$ cat src/rtl/bcd_xs3_codec_seq.sv
// Serial multi-digit BCD <-> excess-3 converter, one digit per clock, LSD first.
// Optional saturating error-word counter (err_cnt) enabled by defining BCDX_ERR_CNT_EN.
module bcd_xs3_codec_seq #(
    parameter int unsigned DIGITS = 4,
    parameter int unsigned CNT_W  = 16
) (
    input  logic                  clk,
    input  logic                  rst_n,
    input  logic                  in_valid,
    output logic                  in_ready,
    input  logic                  in_mode,
    input  logic [4*DIGITS-1:0]   in_data,
    output logic                  out_valid,
    input  logic                  out_ready,
    output logic [4*DIGITS-1:0]   out_data,
    output logic [DIGITS-1:0]     out_err_mask,
    output logic                  out_err,
    output logic                  busy
`ifdef BCDX_ERR_CNT_EN
    ,
    output logic [CNT_W-1:0]      err_cnt
`endif
);

    localparam int unsigned DATA_W = 4 * DIGITS;
    localparam int unsigned IDX_W  = (DIGITS > 1) ? $clog2(DIGITS) : 1;

    if ((DIGITS < 1) || (DIGITS > 16) || (CNT_W < 1)) begin : g_param_check
        $error("bcd_xs3_codec_seq: DIGITS must be 1..16 and CNT_W >= 1");
    end

    typedef enum logic [1:0] {
        S_IDLE = 2'd0,
        S_CONV = 2'd1,
        S_DONE = 2'd2
    } state_t;

    state_t              r_state;
    state_t              w_state_nxt;
    logic [IDX_W-1:0]    r_idx;
    logic                r_mode;
    logic [DATA_W-1:0]   r_in_data;
    logic [DATA_W-1:0]   r_out_data;
    logic [DIGITS-1:0]   r_err_mask;
    logic                r_out_err;
    logic                r_out_valid;
    logic                r_in_ready;
    logic                r_busy;

    logic                w_in_fire;
    logic                w_out_fire;
    logic                w_last;
    logic [3:0]          w_digit_in;
    logic [3:0]          w_digit_out;
    logic                w_digit_err;
    logic                w_out_valid_nxt;
    logic                w_in_ready_nxt;
    logic                w_busy_nxt;

    assign w_in_fire  = in_valid && r_in_ready;
    assign w_out_fire = r_out_valid && out_ready;
    assign w_last     = (r_idx == IDX_W'(DIGITS - 1));
    assign w_digit_in = r_in_data[4*r_idx +: 4];

    // Per-digit rule; out-of-range codes are flagged and forced to 4'hF rather than wrapped.
    always_comb begin
        w_digit_out = 4'hF;
        w_digit_err = 1'b1;
        if (!r_mode) begin
            if (w_digit_in <= 4'd9) begin
                w_digit_out = w_digit_in + 4'd3;
                w_digit_err = 1'b0;
            end
        end else begin
            if ((w_digit_in >= 4'd3) && (w_digit_in <= 4'd12)) begin
                w_digit_out = w_digit_in - 4'd3;
                w_digit_err = 1'b0;
            end
        end
    end

    always_comb begin
        w_state_nxt = r_state;
        case (r_state)
            S_IDLE:  if (w_in_fire)  w_state_nxt = S_CONV;
            S_CONV:  if (w_last)     w_state_nxt = S_DONE;
            S_DONE:  if (w_out_fire) w_state_nxt = S_IDLE;
            default: w_state_nxt = S_IDLE;
        endcase
        w_out_valid_nxt = (w_state_nxt == S_DONE);
        w_in_ready_nxt  = (w_state_nxt == S_IDLE);
        w_busy_nxt      = (w_state_nxt != S_IDLE);
    end

    always_ff @(posedge clk) begin
        if (!rst_n) begin
            r_state     <= S_IDLE;
            r_out_valid <= 1'b0;
            r_in_ready  <= 1'b1;
            r_busy      <= 1'b0;
        end else begin
            r_state     <= w_state_nxt;
            r_out_valid <= w_out_valid_nxt;
            r_in_ready  <= w_in_ready_nxt;
            r_busy      <= w_busy_nxt;
        end
    end

    // Word capture and digit-serial accumulation of the result.
    always_ff @(posedge clk) begin
        if (!rst_n) begin
            r_idx      <= '0;
            r_mode     <= 1'b0;
            r_in_data  <= '0;
            r_out_data <= '0;
            r_err_mask <= '0;
            r_out_err  <= 1'b0;
        end else begin
            case (r_state)
                S_IDLE: begin
                    if (w_in_fire) begin
                        r_in_data  <= in_data;
                        r_mode     <= in_mode;
                        r_out_data <= '0;
                        r_err_mask <= '0;
                        r_out_err  <= 1'b0;
                        r_idx      <= '0;
                    end
                end
                S_CONV: begin
                    r_out_data[4*r_idx +: 4] <= w_digit_out;
                    r_err_mask[r_idx]        <= w_digit_err;
                    r_out_err                <= r_out_err | w_digit_err;
                    r_idx                    <= w_last ? '0 : r_idx + IDX_W'(1);
                end
                default: ;
            endcase
        end
    end

`ifdef BCDX_ERR_CNT_EN
    logic [CNT_W-1:0] r_err_cnt;

    // Counts delivered error words; holds at all-ones instead of wrapping.
    always_ff @(posedge clk) begin
        if (!rst_n) begin
            r_err_cnt <= '0;
        end else if (w_out_fire && r_out_err && (r_err_cnt != {CNT_W{1'b1}})) begin
            r_err_cnt <= r_err_cnt + CNT_W'(1);
        end
    end

    assign err_cnt = r_err_cnt;
`endif

    assign in_ready     = r_in_ready;
    assign out_valid    = r_out_valid;
    assign out_data     = r_out_data;
    assign out_err_mask = r_err_mask;
    assign out_err      = r_out_err;
    assign busy         = r_busy;

endmodule

$ cat config.mk
export PLATFORM = sky130hd
export DESIGN_NAME = bcd_xs3_codec_seq
export DESIGN_NICKNAME = d
export VERILOG_FILES = /design/src/rtl/bcd_xs3_codec_seq.sv
export SDC_FILE = /design/constraint.sdc
export NUM_CORES = 1
export LEC_CHECK = 0
export CAP_MARGIN = 25
export CELL_PAD_IN_SITES_DETAIL_PLACEMENT = 0
export CELL_PAD_IN_SITES_GLOBAL_PLACEMENT = 2
export CORE_MARGIN = 5
export CORE_UTILIZATION = 32
export CTS_CLUSTER_SIZE = 24
export DETAILED_ROUTE_END_ITERATION = 6
export PLACE_DENSITY = 0.85
export SLEW_MARGIN = 20
export SYNTH_ARGS = -nofsm -noshare
export SYNTH_HDL_FRONTEND = slang
export SYNTH_SLANG_ARGS = --single-unit
$ cat constraint.sdc
create_clock -name clk -period 5.1 [get_ports clk]
set_clock_uncertainty 0.2 [all_clocks]
set_input_delay 0.51 -clock clk [delete_from_list [all_inputs] [get_ports clk]]
set_output_delay 0.51 -clock clk [all_outputs]
set_load 0.02 [all_outputs]
==> metrics.md, run 1 <==
| Metric | Value |
|---|---|
| Max Clock Freq | `0.336 GHz` |
| Pwr dens | `between 200 and 300 nW/µm²` |
| Setup Buffers After CTS | `0` |
| Die Wd | `between 90 and 100 µm` |
| Initial DRC count | `60` |
| Vias after detailed routing | `roughly 1800` |
| Worst path arrival time | `about 3000 ps` |
| Post-synth ARST share | `0` |
| Run status | `completed` |
| Clock Latency Late Sink | `approximately 300 ps` |
| Crit path max-delay family | `compound AO/OA/AOI/OAI gates` |
| Flops & latches, synth | `45` |
| Grt ovf | `0` |
| Placed cell count | `between 300 and 400` |
| Slew of the pin with the lowest slew margin | `906 ps` |
| H-tree depth | `2` |
| Fin cells | `between 300 and 400` |
| First-pass GRT wire length | `around 8.0 mm` |
| Bufs on Longest Clock Path | `2` |
| Synthesized area | `2080 µm²` |
| Initial antenna violation count | `0` |
| Nets | `roughly 300` |
| Netlist cell types | `a little over 40` |
| Top FF cell, synth | `dfxtp_1` |
| Average size of a mapped cell | `8.92 µm²` |
| Final setup vio count | `0` |
| Critical path fanouts, max | `16` |
| Critical-path top delay cell | `dfxtp_1` |
| Synth Instances | `about 230` |
| Post-Syn Nets | `261` |
| Clk root buf | `clkbuf_8` |
| IO Port Bufs | `between 40 and 50` |
| Final worst path period share | `0.583` |
| Hold WS | `between 200 and 300 ps` |
| Static leakage | `0.000943 µW` |
| Worst-path clk slew | `90 ps` |
| CTS buffer count | `5` |
| Unrepaired setup endpoints after global routing | `false` |
| Max Slew Vio Count | `0` |
| Core box area | `around 6300 µm²` |
| TritonCTS clock tree | `done` |
| Hold buffers post-CTS | `0` |
| Clock net sink count | `45` |
| MaxCap Viol Count | `0` |
| Footprint of the multi-input gates | `around 1100 µm²` |
| CP bufs+invs | `1` |
| Vias per inst | `between 4 and 5` |
| Required @ worst endpoint | `between 5000 and 6000 ps` |
| DRT antenna net count | `0` |
| Worst min path class | `register to register` |
| Largest net degree at the start of global routing | `30` |
| Slew HR | `0.394` |
| Final hold violation count | `0` |
| Cts repair resizes | `0` |
| Placed inst area | `between 2000 and 3000 µm²` |
| WL/cell | `between 10 and 15 µm` |
| Synth-to-layout area growth | `29.8%` |
| GRT Util Overall | `0.118` |
| Setup TNS | `0 ps` |
| Layout cells sized above 1 | `0.0758` |
| Crit Path Class | `register to register` |
| Die height | `90.6 µm` |
| I/O pins | `45` |
| Crit start category | `register` |
| Worst VDD drop | `~0.15 mV` |
| Detail Placement HPWL | `3.72 mm` |
| Antenna cells | `0` |
| Register Area | `between 900 and 1000 µm²` |
| Sequential fraction of the synthesis area | `0.433` |
| Gpl congestion | `between 0.8 and 0.9` |
| Minimum clock period | `~3000 ps` |
| Routed WL | `approximately 4.8 mm` |
| DRC viols | `0` |
| Initial Util | `0.327` |
| Drt pass-1 iters | `4` |
| Vias in the first global route | `approximately 1600` |
| Die area | `8210 µm²` |
| Fin area | `between 2000 and 3000 µm²` |
| FILL cells | `between 600 and 700` |
| Number of synthesized flops with an enable pin | `0` |
| CP Cell Sequence | `mux4_2, inv_1, ha_1, or2_2, o22ai_1, a211oi_1, a32o_1, o21ai_0` |
| Max stage delay on crit path | `710 ps` |
| Row count | `29` |
| Ys Warns | `0` |
| Critical Path End Type | `register` |
-- state kept, by name, indices dropped and copies added (netlist names) --
register      cells
r_in_data        16
busy              1
out_valid         1
out_err_mask      4
in_ready          1
r_mode            1
r_idx             2
r_state           2
out_data         16
out_err           1
-- placed cells by master, fill, tap and decap left out, types with 3 or more instances in the layout --
| master | count |
|---|---|
| nand2b_1 | 4 |
| o21ai_1 | 5 |
| dfxtp_1 | 45 |
| nand2_1 | 58 |
| mux4_2 | 4 |
| clkbuf_8 | 5 |
| a22o_1 | 5 |
| ha_1 | 7 |
| nor2_1 | 6 |
| inv_1 | 6 |
| a21oi_1 | 5 |
| mux2i_1 | 3 |
| nor2b_1 | 10 |
| nand4_1 | 3 |
| o21ai_0 | 15 |
| clkdlybuf4s50_1 | 44 |
| a21boi_0 | 18 |
-- worst register-to-register path, stage by stage (launching register included) --
cell and delay [ps]:
dfxtp_1 710, mux4_2 370, inv_1 80, ha_1 250, or2_2 300, o22ai_1 380, a211oi_1 140, a32o_1 300
o21ai_0 170
-- kinds of logic (layout without fill, tap and decap cells) --
kind of cell	Yosys count	in the layout	share of synthesized area
AOI/OAI and AO/OA	66	66	0.228
adders and majority gates	7	7	0.0421
buffers and inverters	14	58	0.0265
DFF	45	45	0.433
muxes	9	9	0.0686
and+or+nand+nor	92	92	0.202
-- metrics by stage --
step                total power [µW]  utilization  setup WS [ps]
detailed placement               529        0.407           2140
global route                     835        0.425           1910
global placement                 529        0.407           2190
floorplan                        478            -           2450
finish                           794        0.425           2130
CTS                              801        0.424           2130
-- area by class of cell --
class | count | share of cell area
multi-input cells | 174 | 0.417
flip-flops and latches | 45 | 0.334
repair buffers | 44 | 0.163
well taps | 77 | 0.0357
clock buffers | 5 | 0.0255
clock inverters | 3 | 0.0162
inverters | 6 | 0.00835
-- metal layers --
| metal | track usage | up-vias | wire length, µm |
|---|---|---|---|
| met5 | 0 | - | 0 |
| met4 | 0.0372 | 0 | 61 |
| met3 | 0.0350 | 6 | 332 |
| met2 | 0.167 | 46 | 1970 |
| met1 | 0.169 | 799 | 2480 |
| li1 | - | 901 | - |
-- report_power, final --
| part | switching, µW | internal, µW |
|---|---|---|
| clock | 128 | 147 |
| sequential | 16.7 | 368 |
| combinational | 72.2 | 62.9 |
-- final timing paths --
| path | start | end | slack [ps] | depth (start not counted) |
|---|---|---|---|---|
| worst max-delay path | r_idx[1]$_SDFFE_PN0P_ | out_data[9]$_SDFFE_PN0P_ | 2130 | 8 |
| worst min-delay path | out_data[10]$_SDFFE_PN0P_ | out_data[10]$_SDFFE_PN0P_ | 260 | 2 |
| worst min register to register | out_data[10]$_SDFFE_PN0P_ | out_data[10]$_SDFFE_PN0P_ | 260 | 2 |
| worst max register to register | r_idx[1]$_SDFFE_PN0P_ | out_data[9]$_SDFFE_PN0P_ | 2130 | 8 |
-- cells in the mapped netlist (3+ instances only) --
cell | instances | area share
nand4_1 | 3 | 0.0090
a22o_1 | 5 | 0.021
clkbuf_1 | 6 | 0.011
nor2_1 | 7 | 0.013
a21boi_0 | 18 | 0.065
mux4_2 | 4 | 0.043
nand2_1 | 58 | 0.10
o21ai_1 | 5 | 0.012
o21ai_0 | 15 | 0.036
dfxtp_1 | 45 | 0.43
a21oi_1 | 5 | 0.012
nand2b_1 | 4 | 0.012
inv_1 | 6 | 0.011
nor2b_1 | 10 | 0.030
ha_1 | 7 | 0.042
mux2i_1 | 3 | 0.014
Power figures use the tool's default switching activity.
==> run 2: changes to the inputs <==
- CORE_UTILIZATION: 32 -> 30
- PLACE_DENSITY: 0.85 -> 0.81
- clock period: 5.1 -> 3 ns (I/O delays scaled with it)
==> metrics.md, run 2 (same netlist as run 1, synthesis figures left out) <==
| Metric | Value |
|---|---|
| Vias per inst | `between 4 and 5` |
| Crit path launch | `r_idx[0]$_SDFFE_PN0P_` |
| Max Slew Vio Count | `0` |
| Initial Util | `0.308` |
| Die height | `93.2 µm` |
| Layout cells sized above 1 | `0.0919` |
| Die area | `8690 µm²` |
| WL/cell | `~13 µm` |
| Synth-to-layout area growth | `31.1%` |
| Clk root buf | `clkbuf_8` |
| Register Area | `between 900 and 1000 µm²` |
| Final hold violation count | `0` |
| Worst-path clk slew | `around 90 ps` |
| FF-to-FF path depth | `8` |
| Initial DRC count | `66` |
| IO Port Bufs | `44` |
| MaxCap Viol Count | `0` |
| CTS buffer count | `5` |
| Worst VDD drop | `0.181 mV` |
| Bufs on Longest Clock Path | `2` |
| Minimum clock period | `2740 ps` |
| Hold buffers post-CTS | `0` |
| WHS Path Cells | `2` |
| Reg power frac | `0.505` |
| Clock Latency Late Sink | `~300 ps` |
| I/O pins | `between 40 and 50` |
| First-pass GRT wire length | `between 8 and 9 mm` |
| Max stage delay on crit path | `around 590 ps` |
| Vias in the first global route | `between 1500 and 2000` |
| Required @ worst endpoint | `2990 ps` |
| Detail Placement HPWL | `3.81 mm` |
| Row count | `30` |
| R2r setup slk | `260 ps` |
| Run status | `completed` |
| Setup Buffers After CTS | `0` |
| Max Clock Freq | `0.364 GHz` |
| Die Wd | `between 90 and 100 µm` |
| Nets | `310` |
| GRT Util Overall | `0.115` |
| Sw Pwr | `about 380 µW` |
| Core Util, Final | `0.403` |
| Critical-path top delay cell | `mux4_2` |
| Pwr dens | `around 470 nW/µm²` |
| Unrepaired setup endpoints after global routing | `false` |
| Internal power | `909 µW` |
| Slew of the pin with the lowest slew margin | `between 400 and 500 ps` |
| Antenna cells | `0` |
| Sw Share | `0.294` |
| Logic pwr share | `0.189` |
| Setup TNS | `0 ps` |
| Levels on crit path | `8` |
| Clock net sink count | `45` |
| Routed WL | `around 4.8 mm` |
| DRC viols | `0` |
| Largest net degree at the start of global routing | `29` |
| Cts repair resizes | `0` |
| Worst min path class | `register to register` |
| Static leakage | `0.000959 µW` |
| Crit Path Class | `register to register` |
| CP bufs+invs | `1` |
| Slew HR | `0.727` |
| Initial antenna violation count | `0` |
| FILL cells | `between 600 and 700` |
| Critical path fanouts, max | `9` |
| Core box area | `6760 µm²` |
| Most frequent cells in the layout | `58 x nand2_1, 45 x dfxtp_1, 44 x clkdlybuf4s50_1` |
| Reg-to-Reg Start | `r_idx[0]$_SDFFE_PN0P_` |
| Footprint of the multi-input gates | `roughly 1100 µm²` |
| Commonest non-fill, non-tap cell in the layout | `nand2_1` |
| Gpl congestion | `0.779` |
| Worst path arrival time | `about 2700 ps` |
| H-tree depth | `2` |
| CP Cell Sequence | `mux4_2, inv_1, ha_1, nand2b_1, o22ai_1, a211oi_1, a32o_1, o21ai_0` |
| Drt pass-1 iters | `4` |
| Crit path max-delay family | `compound AO/OA/AOI/OAI gates` |
| DRT antenna net count | `0` |
| Vias after detailed routing | `roughly 1800` |
| Final worst path period share | `0.915` |
| TritonCTS clock tree | `done` |
| Clock Power Share | `0.306` |
| Crit start category | `register` |
| Critical Path End Type | `register` |
| Crit path to | `out_data[1]$_SDFFE_PN0P_` |
| RR Endpoint | `out_data[1]$_SDFFE_PN0P_` |
| Grt ovf | `0` |
| Final setup vio count | `0` |
-- run 2: cell count changes in the layout (fill, tap and decap cells not counted), sizes merged --
cell / delta
buf: +6
bufinv: -1
clkinvlp: +1
-- run 2: metal layers --
metal,GRT usage,vias to the layer above,routed length [µm]
li1,-,918,-
met1,0.159,822,2500
met2,0.173,46,2040
met3,0.0274,6,246
met4,0.0403,0,60
met5,0,-,0
-- run 2: layout make-up --
| class | instances | area share |
|---|---|---|
| Multi-Input combinational cell | 174 | 0.412 |
| Sequential cell | 45 | 0.331 |
| Timing Repair Buffer | 50 | 0.178 |
| Tap cell | 80 | 0.0367 |
| Clock buffer | 5 | 0.0253 |
| Clock inverter | 3 | 0.00918 |
| Inverter | 6 | 0.00826 |
-- run 2: power by group through the flow --
stage / Clock, µW / Sequential [µW] / Combinational (µW)
2_1_floorplan: 0 / 666 / 147
3_3_place_gp: 0 / 663 / 246
3_5_place_dp: 0 / 664 / 246
4_1_cts: 407 / 650 / 247
5_1_grt: 421 / 654 / 270
6_report: 394 / 650 / 244
-- run 2: worst register-to-register path, cell delays in order, from the launching register on --
cell and delay [ps]:
dfxtp_1 530, mux4_2 590, inv_1 120, ha_1 240, nand2b_1 150, o22ai_1 160, a211oi_1 270, a32o_1 260
o21ai_0 120
-- run 2: through the flow --
step | setup slack, ps | total power, µW | area [µm²] | cells | hold slack [ps]
6_report | 256 | 1290 | 2730 | 363 | 254
3_5_place_dp | 244 | 910 | 2630 | 355 | 242
3_3_place_gp | 300 | 909 | 2630 | 355 | 238
4_1_cts | 236 | 1300 | 2730 | 363 | 258
5_1_grt | 89.4 | 1350 | 2730 | 363 | 278
2_1_floorplan | 348 | 813 | 2080 | 233 | 240
-- run 2: worst min-delay path by stage --
stage	slack, ps	start	to
final	250	out_data[13]$_SDFFE_PN0P_	out_data[13]$_SDFFE_PN0P_
after global routing	280	out_data[8]$_SDFFE_PN0P_	out_data[8]$_SDFFE_PN0P_
after CTS	260	out_data[12]$_SDFFE_PN0P_	out_data[12]$_SDFFE_PN0P_
after detailed placement	240	out_data[14]$_SDFFE_PN0P_	out_data[14]$_SDFFE_PN0P_
after global placement	240	out_data[7]$_SDFFE_PN0P_	out_data[7]$_SDFFE_PN0P_
after floorplan	240	r_in_data[8]$_SDFFE_PN0P_	r_in_data[8]$_SDFFE_PN0P_
